===== src/rtl/smuladd_pkg.sv =====
// smuladd shared definitions: operand width, Booth iteration count,
// FSM state encoding and a 17-bit magnitude helper.
package smuladd_pkg;

    localparam int W          = 16;
    localparam int MUL_CYCLES = 16;

    typedef enum logic [2:0] {
        IDLE = 3'd0,
        LD_D = 3'd1,
        LD_R = 3'd2,
        MUL  = 3'd3,
        ADD  = 3'd4,
        DONE = 3'd5
    } state_e;

    // One extra bit so that |0x8000| = 32768 is representable.
    function automatic logic [W:0] abs17(input logic [W-1:0] x);
        logic [W:0] xs;
        xs = {x[W-1], x};
        return x[W-1] ? -xs : xs;
    endfunction

endpackage


===== src/rtl/smuladd_booth_step.sv =====
// One radix-2 Booth iteration on a 33-bit accumulator.
// Ports: acc_i {A[16:0], multiplier[15:0]}, qm1_i previous multiplier
//        bit, d_i multiplicand; acc_o/qm1_o next accumulator and bit.
module smuladd_booth_step
    import smuladd_pkg::*;
(
    input  logic [2*W:0] acc_i,
    input  logic         qm1_i,
    input  logic [W-1:0] d_i,
    output logic [2*W:0] acc_o,
    output logic         qm1_o
);

    logic [W:0] hi;
    logic [W:0] dx;
    logic [W:0] sum;

    always_comb begin
        hi  = acc_i[2*W:W];
        dx  = {d_i[W-1], d_i};
        sum = hi;
        case ({acc_i[0], qm1_i})
            2'b01:   sum = hi + dx;
            2'b10:   sum = hi - dx;
            default: sum = hi;
        endcase
        // Arithmetic shift right of {sum, multiplier bits}.
        acc_o = {sum[W], sum, acc_i[W-1:1]};
        qm1_o = acc_i[0];
    end

endmodule


===== src/rtl/smuladd.sv =====
// Signed multiply-add: Result = Q*D + R from Q, D, R loaded over Dbus.
// Ports: CLK, Rst (sync high), St, Dbus in; Result, V, Rdy, Busy out.
module smuladd
    import smuladd_pkg::*;
(
    input  logic           CLK,
    input  logic           Rst,
    input  logic           St,
    input  logic [W-1:0]   Dbus,
    output logic [2*W-1:0] Result,
    output logic           V,
    output logic           Rdy,
    output logic           Busy
);

    state_e state_q, state_d;

    logic [4:0]     cnt_q, cnt_d;
    logic [W-1:0]   mq_q, mq_d;
    logic [W-1:0]   md_q, md_d;
    logic [W-1:0]   rm_q, rm_d;
    logic [2*W:0]   acc_q, acc_d;
    logic           qm1_q, qm1_d;
    logic [2*W-1:0] res_q, res_d;
    logic           v_q, v_d;

    logic [2*W:0]   step_acc;
    logic           step_qm1;
    logic           unused_acc_msb;

    smuladd_booth_step u_step (
        .acc_i (acc_q),
        .qm1_i (qm1_q),
        .d_i   (md_q),
        .acc_o (step_acc),
        .qm1_o (step_qm1)
    );

    // The product always fits in 32 bits; bit 32 is only a sign copy.
    assign unused_acc_msb = acc_q[2*W];

    always_ff @(posedge CLK) begin
        if (Rst) state_q <= IDLE;
        else     state_q <= state_d;
    end

    // DONE also samples St so back-to-back starts keep a 20-cycle period.
    always_comb begin
        state_d = state_q;
        unique case (state_q)
            IDLE:    if (St) state_d = LD_D;
            LD_D:    state_d = LD_R;
            LD_R:    state_d = MUL;
            MUL:     if (cnt_q == 5'(MUL_CYCLES - 1)) state_d = ADD;
            ADD:     state_d = DONE;
            DONE:    state_d = St ? LD_D : IDLE;
            default: state_d = IDLE;
        endcase
    end

    always_comb begin
        Rdy  = (state_q == DONE);
        Busy = (state_q != IDLE);
    end

    always_comb begin
        cnt_d = cnt_q;
        mq_d  = mq_q;
        md_d  = md_q;
        rm_d  = rm_q;
        acc_d = acc_q;
        qm1_d = qm1_q;
        res_d = res_q;
        v_d   = v_q;
        unique case (state_q)
            IDLE, DONE: if (St) mq_d = Dbus;
            LD_D:       md_d = Dbus;
            LD_R: begin
                rm_d  = Dbus;
                acc_d = {{(W+1){1'b0}}, mq_q};
                qm1_d = 1'b0;
                cnt_d = 5'd0;
            end
            MUL: begin
                acc_d = step_acc;
                qm1_d = step_qm1;
                cnt_d = cnt_q + 5'd1;
            end
            ADD: begin
                res_d = acc_q[2*W-1:0] + {{W{rm_q[W-1]}}, rm_q};
                v_d   = (abs17(rm_q) >= abs17(md_q));
            end
            default: ;
        endcase
    end

    always_ff @(posedge CLK) begin
        if (Rst) begin
            cnt_q <= '0;
            mq_q  <= '0;
            md_q  <= '0;
            rm_q  <= '0;
            acc_q <= '0;
            qm1_q <= 1'b0;
            res_q <= '0;
            v_q   <= 1'b0;
        end else begin
            cnt_q <= cnt_d;
            mq_q  <= mq_d;
            md_q  <= md_d;
            rm_q  <= rm_d;
            acc_q <= acc_d;
            qm1_q <= qm1_d;
            res_q <= res_d;
            v_q   <= v_d;
        end
    end

    assign Result = res_q;
    assign V      = v_q;

endmodule


===== config.mk =====
export PLATFORM = sky130hd
export DESIGN_NAME = smuladd
export DESIGN_NICKNAME = d
export VERILOG_FILES = /design/src/rtl/smuladd_pkg.sv /design/src/rtl/smuladd_booth_step.sv /design/src/rtl/smuladd.sv
export SDC_FILE = /design/constraint.sdc
export NUM_CORES = 1
export LEC_CHECK = 0
export CAP_MARGIN = 20
export CORE_ASPECT_RATIO = 2
export CORE_MARGIN = 2
export CORE_UTILIZATION = 30
export DETAILED_ROUTE_END_ITERATION = 10
export PLACE_DENSITY_LB_ADDON = 0.1
export SYNTH_ARGS = -nofsm -noshare
export SYNTH_HDL_FRONTEND = slang
export SYNTH_SLANG_ARGS = --single-unit
export TNS_END_PERCENT = 50

===== constraint.sdc =====
create_clock -name CLK -period 3.9 [get_ports CLK]
set_input_delay 0.975 -clock CLK [delete_from_list [all_inputs] [get_ports CLK]]
set_output_delay 0.975 -clock CLK [all_outputs]
set_load 0.01 [all_outputs]

==> tab_implementation.tex, run 1 <==
\begin{tabular}{lr}
\hline
Metric & Value \\
\hline
\multicolumn{2}{l}{\textbf{Clocking}} \\
\quad Buffer type at the clock tree root & sky130\_fd\_sc\_hd\_\_clkbuf\_16 \\
\quad Deepest clock path buffer count & 2 \\
\quad Clock sink count & 122 \\
\quad Clock latency of the later-clocked register in the worst-skew pair & 0.44 ns \\
\quad Reg clk slew, reported paths & 0.06 ns \\
\quad Count of hold buffers inserted by post-cts repair & 0 \\
\quad H-tree depth & 4 \\
\quad Num CTS Buffers & 17 \\
\quad Clock tree from TritonCTS & built \\
\multicolumn{2}{l}{\textbf{STA}} \\
\quad Max-slew headroom at the worst pin & 29.3\% \\
\quad Maximum achievable frequency & 0.269 GHz \\
\quad Final setup violation count & 0 \\
\quad Pins over their slew limit & 0 \\
\quad Clock Skews & 0.0100 ns \\
\quad Final worst-path cycle share & 95.2\% \\
\quad Worst-margin pin slew & 1.06 ns \\
\quad Min Tclk post-route & 3.71 ns \\
\quad Hold slack & 0.446 ns \\
\quad Fin. Hold Viols & 0 \\
\quad Fin Setup TNS & 0 ns \\
\multicolumn{2}{l}{\textbf{Drt}} \\
\quad Post-route ant nets & 0 \\
\quad Initial DRC count & 328 \\
\quad Final WL & 27.3 mm \\
\quad Vias per cell & 5.13 \\
\quad First-pass detailed-route iteration total & 5 \\
\quad Total vias in the final route & 7328 \\
\quad Remaining DRCs & 0 \\
\quad Final routed wire length divided by cell count & 19.1 um \\
\multicolumn{2}{l}{\textbf{Synthesis}} \\
\quad Post-synth net total & 1121 \\
\quad Flop and latch count out of synthesis & 122 \\
\quad Synthesized area per cell & 7.96 um2 \\
\quad Area fraction of the dominant cell type after synthesis & 29.8\% \\
\quad Leading cell type by number of instances after synthesis & sky130\_fd\_sc\_hd\_\_nand2\_1 \\
\quad Largest area contributor in the netlist & sky130\_fd\_sc\_hd\_\_dfxtp\_1 \\
\quad Most used DFF post-synth & sky130\_fd\_sc\_hd\_\_dfxtp\_1 \\
\quad Total number of yosys warnings & 0 \\
\quad Share of flip-flops with an asynchronous set or reset after synthesis & 0\% \\
\quad Top post-synthesis cells by area & sky130\_fd\_sc\_hd\_\_dfxtp\_1 (30\%), sky130\_fd\_sc\_hd\_\_ha\_1 (11\%), sky130\_fd\_sc\_hd\_\_nand2\_1 (6.7\%) \\
\quad Sequential share of the synthesized area & 29.8\% \\
\quad Yosys cell types & 74 \\
\quad Cell Area, Synth & 0.00819 mm2 \\
\quad EDFF count, synth & 0 \\
\quad Post-synthesis cell count & 1029 \\
\quad Most instantiated cells after synthesis & sky130\_fd\_sc\_hd\_\_nand2\_1 (147), sky130\_fd\_sc\_hd\_\_dfxtp\_1 (122), sky130\_fd\_sc\_hd\_\_a21oi\_1 (105), sky130\_fd\_sc\_hd\_\_nor2\_1 (102), sky130\_fd\_sc\_hd\_\_ha\_1 (71) \\
\multicolumn{2}{l}{\textbf{Worst setup path}} \\
\quad Max incr delay on CP & 0.36 ns \\
\quad Signal arrival time at the worst endpoint & 4.04 ns \\
\quad Startpoint type of the worst setup path & flop \\
\quad Worst path buffer plus inverter count & 1 \\
\quad Element type at the critical path end & flop \\
\quad Cell class contributing the biggest share of worst-path delay & compound AO/OA/AOI/OAI gates \\
\quad Crit path cell chain & inv\_2 -> ha\_4 -> nand2\_2 -> or3\_4 -> or3\_4 -> nor2b\_1 -> xnor2\_1 -> ha\_1 -> a21o\_1 -> a21o\_1 -> a21o\_1 -> a21o\_1 -> a31o\_1 -> a311o\_1 -> mux2\_1 \\
\quad Data required time of the worst path & 4.23 ns \\
\quad Type of the setup path with the least slack & flop to flop \\
\quad Slowest library cell on the worst path & sky130\_fd\_sc\_hd\_\_a311o\_1 \\
\quad CP max FO & 5 \\
\quad Cell repeated most along the worst path & sky130\_fd\_sc\_hd\_\_a21o\_1 \\
\multicolumn{2}{l}{\textbf{Min path}} \\
\quad Min-delay worst type & flop to flop \\
\multicolumn{2}{l}{\textbf{Global route}} \\
\quad Global-route wire length before repair & 42.2 mm \\
\quad Total Routing Usage GR & 19.5\% \\
\quad Via count of the first global-routing pass & 7408 \\
\quad Sum of overflow across all layers after global routing & 0 \\
\quad Largest net degree at the start of global routing & 58 \\
\quad Initial antenna violation count & 0 \\
\multicolumn{2}{l}{\textbf{Final layout}} \\
\quad Area delta synth->final & 18.6\% \\
\quad Total Nets Final & 1159 \\
\quad Proportion of layout cells with a drive suffix above 1 & 7.31\% \\
\quad Final Core Density & 36.1\% \\
\quad Diode insertion count for antenna repair & 0 \\
\multicolumn{2}{l}{\textbf{Floorplanning}} \\
\quad Row Count & 85 \\
\quad Number of placed I/O pins & 54 \\
\quad Die area & 0.0287 mm2 \\
\quad Die span in x & 121 um \\
\quad Area inside the core boundary & 0.0269 mm2 \\
\quad Vertical extent of the die & 238 um \\
\quad Starting density of the core & 30.4\% \\
\multicolumn{2}{l}{\textbf{Status}} \\
\quad Run status & complete, no violations \\
\multicolumn{2}{l}{\textbf{Place}} \\
\quad Post-DP HPWL & 21.4 mm \\
\quad Last weighted congestion value of the routability-driven placer & 0.850 \\
\quad Number of I/O port buffers & 53 \\
\multicolumn{2}{l}{\textbf{Power}} \\
\quad LEAKAGE & 3.76 nW \\
\quad Maximum ir drop on the vdd rail & 0.334 mV \\
\quad Pwr per Cell Area & 400 mW/mm2 \\
\multicolumn{2}{l}{\textbf{Job}} \\
\quad Max-cap violation count & 0 \\
\hline
\end{tabular}
## per-stage QoR
stage	power, mW	instances	setup WS (ns)	area (um2)
final	3.89	1428	0.189	9720
after floorplan	2.01	1029	0.353	8190
after global routing	4.09	1428	-0.0139	9720
after CTS	3.92	1427	0.0720	9670
after global placement	2.27	1394	0.145	9070
after detailed placement	2.28	1395	0.0931	9080
## layout make-up
cell class / instances / area (um2)
fill: 2863 / 17200
multi-input combinational: 832 / 5500
sequential: 122 / 2440
timing repair buffer: 69 / 652
clock buffer: 19 / 453
tap: 348 / 435
clock inverter: 13 / 144
inverter: 25 / 93.8
## layer usage
layer | track usage [%] | vias to the layer above | part of all wire [%] | wire, um
li1 | - | 3744 | - | -
met1 | 19.0 | 3449 | 37 | 10100
met2 | 38.6 | 97 | 57 | 15600
met3 | 3.53 | 38 | 1.9 | 514
met4 | 8.28 | 0 | 3.8 | 1030
met5 | 0 | - | 0 | 0
## worst reg2reg max path, cell delays in order (launching register included)
cell                      delay (ns)
sky130_fd_sc_hd__dfxtp_2        0.35
sky130_fd_sc_hd__inv_2          0.07
sky130_fd_sc_hd__ha_4           0.15
sky130_fd_sc_hd__nand2_2        0.07
sky130_fd_sc_hd__or3_4          0.33
sky130_fd_sc_hd__or3_4          0.35
sky130_fd_sc_hd__nor2b_1        0.15
sky130_fd_sc_hd__xnor2_1        0.12
sky130_fd_sc_hd__ha_1           0.36
sky130_fd_sc_hd__a21o_1         0.19
sky130_fd_sc_hd__a21o_1         0.19
sky130_fd_sc_hd__a21o_1         0.21
sky130_fd_sc_hd__a21o_1         0.18
sky130_fd_sc_hd__a31o_1         0.22
sky130_fd_sc_hd__a311o_1        0.36
sky130_fd_sc_hd__mux2_1         0.30
## sequential cells by signal, summed over array words and instances, names as in the netlist
signal   flops
V            1
acc_q       32
qm1_q        1
Result      32
cnt_q        5
state_q      3
mq_q        16
md_q        16
rm_q        16
## path summary, 6_finish.rpt
check / start / endpoint / slack [ns] / cells past startpoint
worst min register to register: Result[25] / Result[25] / 0.45 / 2
worst max-delay path: md_q[0] / acc_q[31] / 0.19 / 15
worst min-delay path: Result[25] / Result[25] / 0.45 / 2
worst max register to register: md_q[0] / acc_q[31] / 0.19 / 15
## power by group
| part | switching [mW] | total [mW] | internal, mW |
|---|---|---|---|
| Combinational | 0.511 | 0.883 | 0.372 |
| Sequential | 0.0777 | 1.37 | 1.30 |
| Clock | 0.652 | 1.63 | 0.976 |
## what timing repair did
action,CTS,global route
resized for setup,0,11
setup buffers,0,1
setup endpoints to repair,0,4
## cells by family (layout without fill, tap and decap cells)
| family | Yosys count | count (layout) | synth area share (%) |
|---|---|---|---|
| xor gates and xnor gates | 75 | 75 | 8.02 |
| AOI/OAI and AO/OA | 283 | 283 | 22.4 |
| buffers and inverters | 75 | 126 | 3.61 |
| other | 1 | 1 | 0.0458 |
| and+or+nand+nor | 360 | 360 | 19.9 |
| muxes | 40 | 40 | 4.95 |
| DFF | 122 | 122 | 29.8 |
| adders and majority gates | 73 | 73 | 11.3 |
## cell usage in the layout (no fill, tap or decap), types with 12 or more instances in the layout
cell type                           n
sky130_fd_sc_hd__a211oi_1          27
sky130_fd_sc_hd__xor2_1            31
sky130_fd_sc_hd__nor2b_1           16
sky130_fd_sc_hd__a22oi_1           12
sky130_fd_sc_hd__buf_4             16
sky130_fd_sc_hd__a21o_1            20
sky130_fd_sc_hd__inv_1             23
sky130_fd_sc_hd__dfxtp_1          121
sky130_fd_sc_hd__clkdlybuf4s50_1   52
sky130_fd_sc_hd__ha_1              70
sky130_fd_sc_hd__o21ai_0           38
sky130_fd_sc_hd__a21oi_1          105
sky130_fd_sc_hd__mux2i_1           36
sky130_fd_sc_hd__clkbuf_16         17
sky130_fd_sc_hd__nand2_1          146
sky130_fd_sc_hd__nor3_1            15
sky130_fd_sc_hd__nor2_1           101
sky130_fd_sc_hd__nand2b_1          14
sky130_fd_sc_hd__xnor2_1           44
Note: power is estimated with default switching activity, not from simulation.
==> run 2: changes to the inputs <==
--- a/config.mk
+++ b/config.mk
@@ -5,6 +5,7 @@
 export SDC_FILE = /design/constraint.sdc
 export NUM_CORES = 1
 export LEC_CHECK = 0
+export ABC_AREA = 1
 export CAP_MARGIN = 20
 export CORE_ASPECT_RATIO = 2
 export CORE_MARGIN = 2
==> constraint.sdc (replaced) <==
create_clock -name CLK -period 4.34 [get_ports CLK]
set_input_delay 1.085 -clock CLK [delete_from_list [all_inputs] [get_ports CLK]]
set_output_delay 1.085 -clock CLK [all_outputs]
set_load 0.01 [all_outputs]
==> run 2 against run 1 <==
Synthesized area up 15%. Critical path depth up 4. Combinational power rose to 4.0 times the previous value. Core utilization down 0.49 points. Register-to-register slack better by 0.68 ns. Clock-buffer cell count down 1. Via count up 30%. Non-clock buffer count down 4. Clock skew about the same. Maximum frequency up 7.0%.
==> tab_implementation.tex, run 2 <==
\begin{tabular}{lr}
\hline
Metric & Value \\
\hline
\multicolumn{2}{l}{\textbf{Drt}} \\
\quad Initial DRC count & 471 (+44\%) \\
\quad Post-route ant nets & 0 (unchanged) \\
\quad Vias per cell & 4.66 (-9.1\%) \\
\quad Remaining DRCs & 0 (unchanged) \\
\quad First-pass detailed-route iteration total & 5 (unchanged) \\
\quad Final WL & 32.0 mm (+17\%) \\
\quad Final routed wire length divided by cell count & 15.7 um (-18\%) \\
\quad Total vias in the final route & 9522 (+30\%) \\
\multicolumn{2}{l}{\textbf{STA}} \\
\quad Final worst-path cycle share & 79.9\% (-15 points) \\
\quad Pins over their slew limit & 0 (unchanged) \\
\quad Max-slew headroom at the worst pin & 48.1\% (+19 points) \\
\quad Worst-margin pin slew & 0.770 ns (-0.288 ns) \\
\quad Maximum achievable frequency & 0.288 GHz (+7.0\%) \\
\quad Setup repair after global routing missed its margin & false \\
\quad Fin. Hold Viols & 0 (unchanged) \\
\quad Final setup violation count & 0 (unchanged) \\
\quad Fin Setup TNS & 0 ns (unchanged) \\
\quad PnR worst setup slack & 0.872 ns (+0.683 ns) \\
\quad Clock Skews & 0.0104 ns (+0.000396 ns) \\
\quad Min Tclk post-route & 3.47 ns (-0.243 ns) \\
\multicolumn{2}{l}{\textbf{Clocking}} \\
\quad Clock tree from TritonCTS & built \\
\quad H-tree depth & 4 (unchanged) \\
\quad Deepest clock path buffer count & 2 (unchanged) \\
\quad Number of instances resized during post-cts repair & 0 (unchanged) \\
\quad Clock latency of the later-clocked register in the worst-skew pair & 0.45 ns (about the same) \\
\quad Num CTS Buffers & 17 (unchanged) \\
\quad Postcts setup bufs & 0 (unchanged) \\
\quad Buffer type at the clock tree root & sky130\_fd\_sc\_hd\_\_clkbuf\_16 \\
\quad Reg clk slew, reported paths & 0.06 ns (about the same) \\
\quad Count of hold buffers inserted by post-cts repair & 0 (unchanged) \\
\quad Clock sink count & 122 (unchanged) \\
\multicolumn{2}{l}{\textbf{Job}} \\
\quad Max-cap violation count & 0 (unchanged) \\
\multicolumn{2}{l}{\textbf{Global route}} \\
\quad Global-route wire length before repair & 50.0 mm (+18\%) \\
\quad Largest net degree at the start of global routing & 49 (-16\%) \\
\quad Via count of the first global-routing pass & 9316 (+26\%) \\
\quad Initial antenna violation count & 0 (unchanged) \\
\quad Total Routing Usage GR & 20.3\% (+0.79 points) \\
\quad Sum of overflow across all layers after global routing & 0 (unchanged) \\
\multicolumn{2}{l}{\textbf{Synthesis}} \\
\quad Share of flip-flops with an asynchronous set or reset after synthesis & 0\% (unchanged) \\
\quad Top post-synthesis cells by area & sky130\_fd\_sc\_hd\_\_dfxtp\_1 (26\%), sky130\_fd\_sc\_hd\_\_nand2\_1 (18\%), sky130\_fd\_sc\_hd\_\_inv\_1 (11\%) \\
\quad Area fraction of the dominant cell type after synthesis & 25.9\% (-3.9 points) \\
\quad Largest area contributor in the netlist & sky130\_fd\_sc\_hd\_\_dfxtp\_1 \\
\quad Total number of yosys warnings & 0 (unchanged) \\
\quad Yosys cell types & 45 (-39\%) \\
\quad EDFF count, synth & 0 (unchanged) \\
\quad Post-synth net total & 1665 (+49\%) \\
\quad Sequential share of the synthesized area & 25.9\% (-3.9 points) \\
\quad Post-synthesis cell count & 1573 (+53\%) \\
\quad Flop and latch count out of synthesis & 122 (unchanged) \\
\quad Cell Area, Synth & 0.00942 mm2 (+15\%) \\
\quad Most used DFF post-synth & sky130\_fd\_sc\_hd\_\_dfxtp\_1 \\
\quad Most instantiated cells after synthesis & sky130\_fd\_sc\_hd\_\_nand2\_1 (461), sky130\_fd\_sc\_hd\_\_inv\_1 (270), sky130\_fd\_sc\_hd\_\_nor2\_1 (195), sky130\_fd\_sc\_hd\_\_dfxtp\_1 (122), sky130\_fd\_sc\_hd\_\_o21ai\_0 (108) \\
\quad Leading cell type by number of instances after synthesis & sky130\_fd\_sc\_hd\_\_nand2\_1 \\
\quad Synthesized area per cell & 5.99 um2 (-25\%) \\
\multicolumn{2}{l}{\textbf{Worst setup path}} \\
\quad Slowest library cell on the worst path & sky130\_fd\_sc\_hd\_\_o21ai\_0 \\
\quad Max incr delay on CP & 0.59 ns (+0.23 ns) \\
\quad Signal arrival time at the worst endpoint & 3.77 ns (-0.27 ns) \\
\quad Startpoint type of the worst setup path & flop \\
\quad Element type at the critical path end & flop \\
\quad Type of the setup path with the least slack & flop to flop \\
\quad Crit Reg-Reg Startpoint & md\_q[0] \\
\quad Cell class contributing the biggest share of worst-path delay & simple AND/OR/NAND/NOR gates \\
\quad Launch point of the critical path & md\_q[0] \\
\quad CP max FO & 5 (unchanged) \\
\quad Cell repeated most along the worst path & sky130\_fd\_sc\_hd\_\_nand2\_1 \\
\quad Flop2flop setup slack & 0.87 ns (+0.68 ns) \\
\quad Worst path buffer plus inverter count & 2 (+1) \\
\quad Data required time of the worst path & 4.64 ns (+0.41 ns) \\
\quad Crit path cell chain & inv\_1 -> ha\_1 -> nand3\_2 -> nor3\_2 -> nand2\_1 -> nor2\_2 -> a31oi\_1 -> o21ai\_0 -> ha\_1 -> nand2\_1 -> inv\_1 -> nand2\_1 -> nand2\_1 -> a21oi\_1 -> nand2\_1 -> nand2\_1 -> nand3\_1 -> nand2\_1 -> a21oi\_1 \\
\multicolumn{2}{l}{\textbf{Final layout}} \\
\quad Final Core Density & 35.6\% (-0.49 points) \\
\quad Diode insertion count for antenna repair & 0 (unchanged) \\
\quad Total Nets Final & 1703 (+47\%) \\
\quad Most frequent cells in the layout & sky130\_fd\_sc\_hd\_\_nand2\_1 (461), sky130\_fd\_sc\_hd\_\_inv\_1 (269), sky130\_fd\_sc\_hd\_\_nor2\_1 (194) \\
\quad Area delta synth->final & 16.8\% \\
\quad Proportion of layout cells with a drive suffix above 1 & 3.76\% (-3.6 points) \\
\quad Most common cell after layout, fill and taps aside & sky130\_fd\_sc\_hd\_\_nand2\_1 \\
\multicolumn{2}{l}{\textbf{Place}} \\
\quad Post-DP HPWL & 25.7 mm (+20\%) \\
\quad Last weighted congestion value of the routability-driven placer & 0.896 (+5.4\%) \\
\quad Number of I/O port buffers & 53 (unchanged) \\
\quad Worst setup slack before clock tree synthesis & 0.946 ns (+0.853 ns) \\
\multicolumn{2}{l}{\textbf{Power}} \\
\quad Pwr per Cell Area & 597 mW/mm2 (+49\%) \\
\quad Portion of total power attributed to the clock network & 22.5\% (-19 points) \\
\quad Proportion of power drawn by combinational gates & 54.4\% (+32 points) \\
\quad Switching power & 3.21 mW (+160\%) \\
\quad Internal power consumption & 3.35 mW (+27\%) \\
\quad LEAKAGE & 5.58 nW (+48\%) \\
\quad Switching part of the total & 48.9\% (+17 points) \\
\quad Maximum ir drop on the vdd rail & 0.313 mV (-6.1\%) \\
\quad Sequential share of power & 23.1\% (-12 points) \\
\multicolumn{2}{l}{\textbf{Floorplanning}} \\
\quad Die span in x & 129 um (+7.0\%) \\
\quad Die area & 0.0329 mm2 (+15\%) \\
\quad Vertical extent of the die & 255 um (+7.1\%) \\
\quad Row Count & 91 (+7.1\%) \\
\quad Number of placed I/O pins & 54 (unchanged) \\
\quad Area inside the core boundary & 0.0309 mm2 (+15\%) \\
\quad Starting density of the core & 30.5\% (+0.074 points) \\
\multicolumn{2}{l}{\textbf{Status}} \\
\quad Run status & complete, no violations \\
\multicolumn{2}{l}{\textbf{Min path}} \\
\quad Min-delay worst type & flop to flop \\
\quad Launch point of the worst hold path & mq\_q[3] \\
\hline
\end{tabular}
==> run 2: cell count changes after synthesis, sizes merged, moves of 16 or more <==
cell and change:
nand2 +314, inv +250, nor2 +95, nand3 +69, o21ai +60, xnor2 -38
mux2i -36, a211oi -26, a21o -18, nor2b -16
==> run 2: cell type report <==
type | instances | area [um2]
Clock inverter | 14 | 160
Fill cell | 3447 | 19900
Clock buffer | 18 | 429
Tap cell | 418 | 523
Sequential cell | 122 | 2440
Inverter | 276 | 1040
Multi-Input combinational cell | 1129 | 5750
Timing Repair Buffer | 65 | 656
==> run 2: power groups by stage <==
| stage | Clock, mW | Sequential (mW) | Combinational, mW |
|---|---|---|---|
| after global routing | 1.57 | 1.54 | 4.03 |
| after detailed placement | 0 | 1.54 | 3.56 |
| after CTS | 1.53 | 1.51 | 3.58 |
| after floorplan | 0 | 1.49 | 2.45 |
| after global placement | 0 | 1.53 | 3.54 |
| final | 1.48 | 1.51 | 3.57 |
==> run 2: worst paths after layout <==
path               endpoint  depth (start not counted)
setup / recovery  acc_q[30]                         19
hold / removal      mq_q[3]                          2
setup reg to reg  acc_q[30]                         19
hold reg to reg     mq_q[3]                          2
==> run 2: layer usage <==
metal | wire length [um] | share of wire [%] | up-vias | global-route usage, %
li1 | - | - | 5013 | -
met1 | 12100 | 38 | 4280 | 20.0
met2 | 17000 | 53 | 152 | 38.4
met3 | 684 | 2.1 | 77 | 2.69
met4 | 2150 | 6.7 | 0 | 13.4
met5 | 0 | 0 | - | 0
==> run 2: tightest hold or removal path, stage by stage, from the launching register on <==
cell and delay [ns]:
sky130_fd_sc_hd__dfxtp_1 0.30, sky130_fd_sc_hd__inv_1 0.06, sky130_fd_sc_hd__a21oi_1 0.06
==> run 2: kinds of logic (layout without fill, tap and decap cells) <==
family          after synthesis  count (layout)  synth area share, %
xor+xnor                     40              40                 3.72
buf+inv                     322             373                 13.1
fa+ha+maj                    73              73                 9.86
flops                       122             122                 25.9
simple gates                773             773                 33.2
other cells                   1               1               0.0398
compound gates              242             242                 14.1
==> run 2: stage by stage <==
| step | total power [mW] | cells | hold slack, ns | area [um2] |
|---|---|---|---|---|
| 4_1_cts | 6.62 | 2041 | 0.458 | 11000 |
| 2_1_floorplan | 3.94 | 1573 | 0.429 | 9420 |
| 5_1_grt | 7.13 | 2042 | 0.475 | 11000 |
| 3_5_place_dp | 5.10 | 2009 | 0.449 | 10400 |
| 6_report | 6.56 | 2042 | 0.459 | 11000 |
| 3_3_place_gp | 5.07 | 2008 | 0.440 | 10400 |
==> RTL edit 1 (settings of run 1) <==
The package constant `W` goes from 16 to 32.
--- a/src/rtl/smuladd_pkg.sv
+++ b/src/rtl/smuladd_pkg.sv
@@ -2,7 +2,7 @@
 // FSM state encoding and a 17-bit magnitude helper.
 package smuladd_pkg;
 
-    localparam int W          = 16;
+    localparam int W          = 32;
     localparam int MUL_CYCLES = 16;
 
     typedef enum logic [2:0] {
Interface: changed (resized Dbus and Result); port bits go from 54 to 102. The function was not compared with the original's and may differ.
==> RTL edit 1 against run 1 <==
- the flow now finishes with violations (negative setup slack)
- synthesized cell count rose by 110%
- synthesized area increased by 100%
- wire length increased by 150%
- power up 96%
- core utilization rose by 1.8 points
- global-route usage rose by 4.0 points
- setup slack worse by 0.37 ns
- final area grew 110%
- non-clock buffer count grew 219
- count of clock-buffer cells in the layout up 15
- sequential cell count rose by 112
- critical endpoint is now acc_q[63]
==> RTL edit 1: results (changes against run 1) <==
{| class="wikitable"
! Metric !! Value
|-
| Detail Placement HPWL || 53.2 mm (+150%)
|-
| Clock latency on the worst-skew pair || 0.60 ns (+0.16 ns)
|-
| Worst VDD drop || 0.299 mV (-10%)
|-
| Total number of vias || 16,500 (+130%)
|-
| H-Tree Depth || 1 (-3)
|-
| Nets@finish || 2,551 (+120%)
|-
| TritonCTS Buffers || 26 (+9)
|-
| Outcome || finished, violations left
|-
| Met2 WL post-DR || 38.5 mm (+150%)
|-
| Initial antenna violation count || 1 (+1)
|-
| Final setup viols || 11 (+11)
|-
| Endpoint arrival time on the critical path || 4.51 ns (+0.47 ns)
|-
| Slowest cell on the critical path || or3b_4
|-
| Largest clock skew in the final design || 0.0242 ns (+0.0141 ns)
|-
| Ranking of synthesized cells by instance count || nand2_1, a21oi_1, dfxtp_1
|-
| Met3 WL || 1.91 mm (+270%)
|-
| Number of placed cells counting well taps || 2,993 (+110%)
|-
| Minimum setup slack after placement || -0.368 ns (-0.461 ns)
|-
| Distinct cell type count after synthesis || 86 (+16%)
|-
| Quantity of I/O buffers inserted on ports || 101 (+91%)
|-
| Slowest Stage Delay on Critical Path || 0.39 ns (+0.03 ns)
|-
| Crit path setup slack, layout || -0.179 ns (-0.367 ns)
|-
| Maximum number of pins on one net before global-route repair || 176 (+200%)
|-
| Global-route wire length before repair || 101 mm (+140%)
|-
| Met1 routed wirelength after detailed routing || 23.1 mm (+130%)
|-
| Lkg Pwr || 8.21 nW (+120%)
|-
| Routability cong. || 0.917 (+7.9%)
|-
| Total Negative Setup Slacks || -1.15 ns (-1.15 ns)
|-
| Failing checks || negative setup slack
|-
| Post-synthesis area per instance || 7.55 sq um (-5.1%)
|-
| Sequential element share of the synthesized area || 28.2% (-1.6 points)
|-
| Clock Path Buffers || 3 (+1)
|-
| Wire length after detailed routing || 67.8 mm (+150%)
|-
| Slew at the pin closest to its max-slew limit || 1.06 ns (+0.00368 ns)
|-
| Number of non-filler instances in the completed layout || 3,074 (+120%)
|-
| Count of fill cells added during filler insertion || 5,772 (+100%)
|-
| Initial detailed-routing violation count || 723 (+120%)
|-
| Synthesized netlist net count || 2,368 (+110%)
|}
[RTL edit 1: cell count changes after synthesis, moves of 58 or more]
cell / change
nand2_1: +251
ha_1: +64
clkbuf_1: +76
a21oi_1: +159
xnor2_1: +66
dfxtp_1: +112
o21ai_0: +58
nor2_1: +64
[RTL edit 1: stage by stage]
stage               hold slack [ns]  total power [mW]  area [sq um]
floorplan                     0.432              4.02         16700
global placement              0.442              4.83         19200
detailed placement            0.446              4.84         19200
CTS                           0.455              7.64         20400
global route                  0.477              8.02         20700
finish                        0.451              7.62         20700
[RTL edit 1: layout make-up]
| cell class | instances | share of cell area (%) |
|---|---|---|
| multi-input cells | 1783 | 56.1 |
| flip-flops and latches | 234 | 22.7 |
| repair buffers | 288 | 12.0 |
| well taps | 676 | 4.09 |
| clock buffers | 34 | 3.58 |
| inverters | 46 | 0.848 |
| clock inverters | 13 | 0.732 |
[RTL edit 1: routing by layer]
metal / global-route usage (%) / up-vias
met2: 47.9 / 319
met5: 0 / -
met3: 2.07 / 143
met1: 22.2 / 7895
met4: 13.2 / 2
li1: - / 8173
[RTL edit 1: repair_timing]
item / CTS / global route
buffers inserted: 25 / 11
gates resized for setup: 43 / 43
pin swaps: 37 / 46
endpoints found under the setup margin: 15 / 25
[RTL edit 1: kinds of logic after synthesis]
kind of cell               Yosys count  share of synthesized area, %
and+or+nand+nor                    812                          21.9
AOI/OAI and AO/OA                  639                          24.4
DFF                                234                          28.2
buffers and inverters              179                          4.41
xor gates and xnor gates           159                          8.40
adders and majority gates          137                          10.4
muxes                               35                          2.12
other                                1                        0.0226
[RTL edit 1: power by group]
| part | switching (mW) | internal (mW) |
|---|---|---|
| Combinational | 1.31 | 1.06 |
| Sequential | 0.126 | 2.48 |
| Clock | 1.16 | 1.48 |
| Total | 2.60 | 5.02 |
[RTL edit 1: worst paths after layout]
| check | from | end | slack, ns | depth (start not counted) |
|---|---|---|---|---|
| max | md_q[0] | acc_q[63] | -0.18 | 21 |
| min | Result[16] | Result[16] | 0.45 | 2 |
| max reg2reg | md_q[0] | acc_q[63] | -0.18 | 21 |
| min reg2reg | Result[16] | Result[16] | 0.45 | 2 |
[RTL edit 1: worst register-to-register path: cells and delay by family, from the launching register on]
kind,cells,cell delay (ns)
buffers and inverters,2,0.21
adders and majority gates,2,0.50
xor gates and xnor gates,1,0.13
muxes,1,0.20
and+or+nand+nor,7,1.42
DFF,1,0.35
AOI/OAI and AO/OA,8,1.13
==> RTL edit 2 (flow settings as in run 1) <==
Made on the original files. Make the reset (`Rst`) asynchronous in 2 clocked blocks.
--- a/src/rtl/smuladd.sv
+++ b/src/rtl/smuladd.sv
@@ -39,7 +39,7 @@
     // The product always fits in 32 bits; bit 32 is only a sign copy.
     assign unused_acc_msb = acc_q[2*W];
 
-    always_ff @(posedge CLK) begin
+    always_ff @(posedge CLK or posedge Rst) begin
         if (Rst) state_q <= IDLE;
         else     state_q <= state_d;
     end
@@ -94,7 +94,7 @@
         endcase
     end
 
-    always_ff @(posedge CLK) begin
+    always_ff @(posedge CLK or posedge Rst) begin
         if (Rst) begin
             cnt_q <= '0;
             mq_q  <= '0;
Formal check against the unedited RTL: differs if Rst is asserted again (counterexample within 4 cycles, from zero or initial values and one cycle with Rst high); with Rst held inactive, the same outputs for 10 cycles.
==> RTL edit 2 against run 1 <==
- final area grew 4.6%
- sequential cell count is the same
- setup slack gained 0.13 ns
- cell count shrank 5.1%
- synthesized area grew 5.3%
- wire length shrank 2.1%
- non-clock buffer count grew 6
- critical path type unchanged
Power is left out: the tool's default activity adds up to more than one toggle a clock period on the data nets, which glitch-free logic cannot reach.
==> RTL edit 2: results (changes against run 1) <==
{| class="wikitable"
! Metric !! Value
|-
| Initial detailed-routing violation count || 202 (-38%)
|-
| Nets@finish || 1,079 (-6.9%)
|-
| Number of placed cells counting well taps || 1,323 (-5.2%)
|-
| Initial antenna violation count || 0 (unchanged)
|-
| Detail Placement HPWL || 21.2 mm (-1.0%)
|-
| Cell count of the worst reg-to-reg path || 15 (unchanged)
|-
| Cell count of the worst hold path || 2 (unchanged)
|-
| RR Startpoint || md_q[1]
|-
| Clock latency on the worst-skew pair || 0.44 ns (about the same)
|-
| End point of the worst hold path || Result[21]
|-
| Largest clock skew in the final design || 0.00926 ns (-0.000746 ns)
|-
| Fraction of registers with async set or reset after synthesis || 100% (+100 points)
|-
| Cell count after synthesis || 940 (-8.6%)
|-
| Slowest cell on the critical path || dfrtp_1
|-
| Antenna diodes || 0 (unchanged)
|-
| WL/cell || 19.7 um (+3.1%)
|-
| Top area cells in the synthesized netlist || dfrtp_1, ha_1, mux2_2
|-
| Clock Path Buffers || 2 (unchanged)
|-
| Outcome || finished, final reports clean
|-
| Synthesized netlist net count || 1,032 (-7.9%)
|-
| Routability cong. || 0.878 (+3.3%)
|-
| Maximum fanout along the worst path || 5 (unchanged)
|-
| Clock tree root driver cell || clkbuf_16
|-
| Via density per instance || 5.16 (+0.53%)
|-
| Count of fill cells added during filler insertion || 2,912 (+1.7%)
|-
| Period utilization || 91.9% (-3.3 points)
|-
| Total number of vias || 6,990 (-4.6%)
|-
| Distinct cell type count after synthesis || 75 (+1.4%)
|-
| Leading register cell type out of synthesis || dfrtp_1
|-
| Minimum setup slack after placement || 0.218 ns (+0.125 ns)
|-
| TritonCTS Buffers || 17 (unchanged)
|-
| Number of global-route vias before repair || 7,289 (-1.6%)
|-
| Clock-pin transition on the worst setup and hold timing paths || 0.06 ns (about the same)
|-
| Reg2Reg Setup Slack || 0.32 ns (+0.13 ns)
|-
| Endpoint arrival time on the critical path || 3.91 ns (-0.13 ns)
|-
| Element type at the critical path start || flip-flop
|-
| Layout cell share with drive strength beyond 1 || 12.6% (+5.3 points)
|-
| Worst hold slack across all endpoints || 0.473 ns (+0.0269 ns)
|-
| Ranking of synthesized cells by instance count || dfrtp_1, nand2_1, o21ai_0
|-
| End point of the critical path || acc_q[31]
|-
| Sequential element share of the synthesized area || 35.4% (+5.6 points)
|-
| Standard cell area after detailed placement || 9570 sq um (+5.4%)
|-
| Worst min-delay path class || reg2reg
|-
| H-Tree Depth || 4 (unchanged)
|-
| Slowest Stage Delay on Critical Path || 0.40 ns (+0.04 ns)
|-
| Length of the first detailed-routing pass in iterations || 4 (-1)
|-
| Hold Vio Cnt, Final || 0 (unchanged)
|-
| Total global routing track utilization || 18.7% (-0.74 points)
|-
| Startpoint of the most critical hold path || Result[21]
|-
| Synthesis warning total || 0 (unchanged)
|-
| Global-route wire length before repair || 41.7 mm (-1.3%)
|-
| Maximum number of pins on one net before global-route repair || 60 (+3.4%)
|-
| Quantity of I/O buffers inserted on ports || 53 (unchanged)
|-
| Worst relative slew slack || 46.7% (+17 points)
|}
-- RTL edit 2: final cells by class --
type / count / area [sq um] / area share [%]
multi-input cells: 744 / 5290 / 52.0
flip-flops and latches: 122 / 3050 / 30.0
repair buffers: 75 / 708 / 6.97
clock buffers: 23 / 468 / 4.60
well taps: 356 / 445 / 4.38
inverters: 27 / 105 / 1.03
clock inverters: 8 / 95.1 / 0.936
-- RTL edit 2: logic make-up (layout without fill, tap and decap cells) --
| logic type | count (synthesis) | count (layout) | synth area share, % |
|---|---|---|---|
| DFF | 122 | 122 | 35.4 |
| muxes | 65 | 65 | 8.21 |
| xor gates and xnor gates | 76 | 76 | 7.72 |
| AOI/OAI and AO/OA | 255 | 255 | 19.1 |
| and+or+nand+nor | 274 | 274 | 15.1 |
| adders and majority gates | 73 | 73 | 10.8 |
| other | 1 | 1 | 0.0435 |
| buffers and inverters | 74 | 133 | 3.64 |
-- RTL edit 2: per-layer routing --
| metal | up-vias | GRT usage (%) | routed length, um |
|---|---|---|---|
| li1 | 3461 | - | - |
| met4 | 0 | 10.2 | 1360 |
| met5 | - | 0 | 0 |
| met2 | 110 | 36.2 | 15300 |
| met3 | 60 | 3.00 | 478 |
| met1 | 3359 | 18.1 | 9540 |
-- RTL edit 2: critical path: cells and delay by family, from the launching register on --
kind,cells,cell delay [ns]
AO/OA/AOI/OAI,6,1.14
XOR/XNOR,1,0.12
adder cells (fa/ha/maj),2,0.58
buffers and inverters,1,0.12
flip-flops,1,0.40
multiplexers,1,0.12
AND/OR/NAND/NOR,4,1.00
-- RTL edit 2: what timing repair did --
| action | 4_1_cts | 5_1_grt |
|---|---|---|
| resized for setup | 0 | 7 |
| endpoints found under the setup margin | 0 | 4 |
| buffers inserted | 0 | 1 |
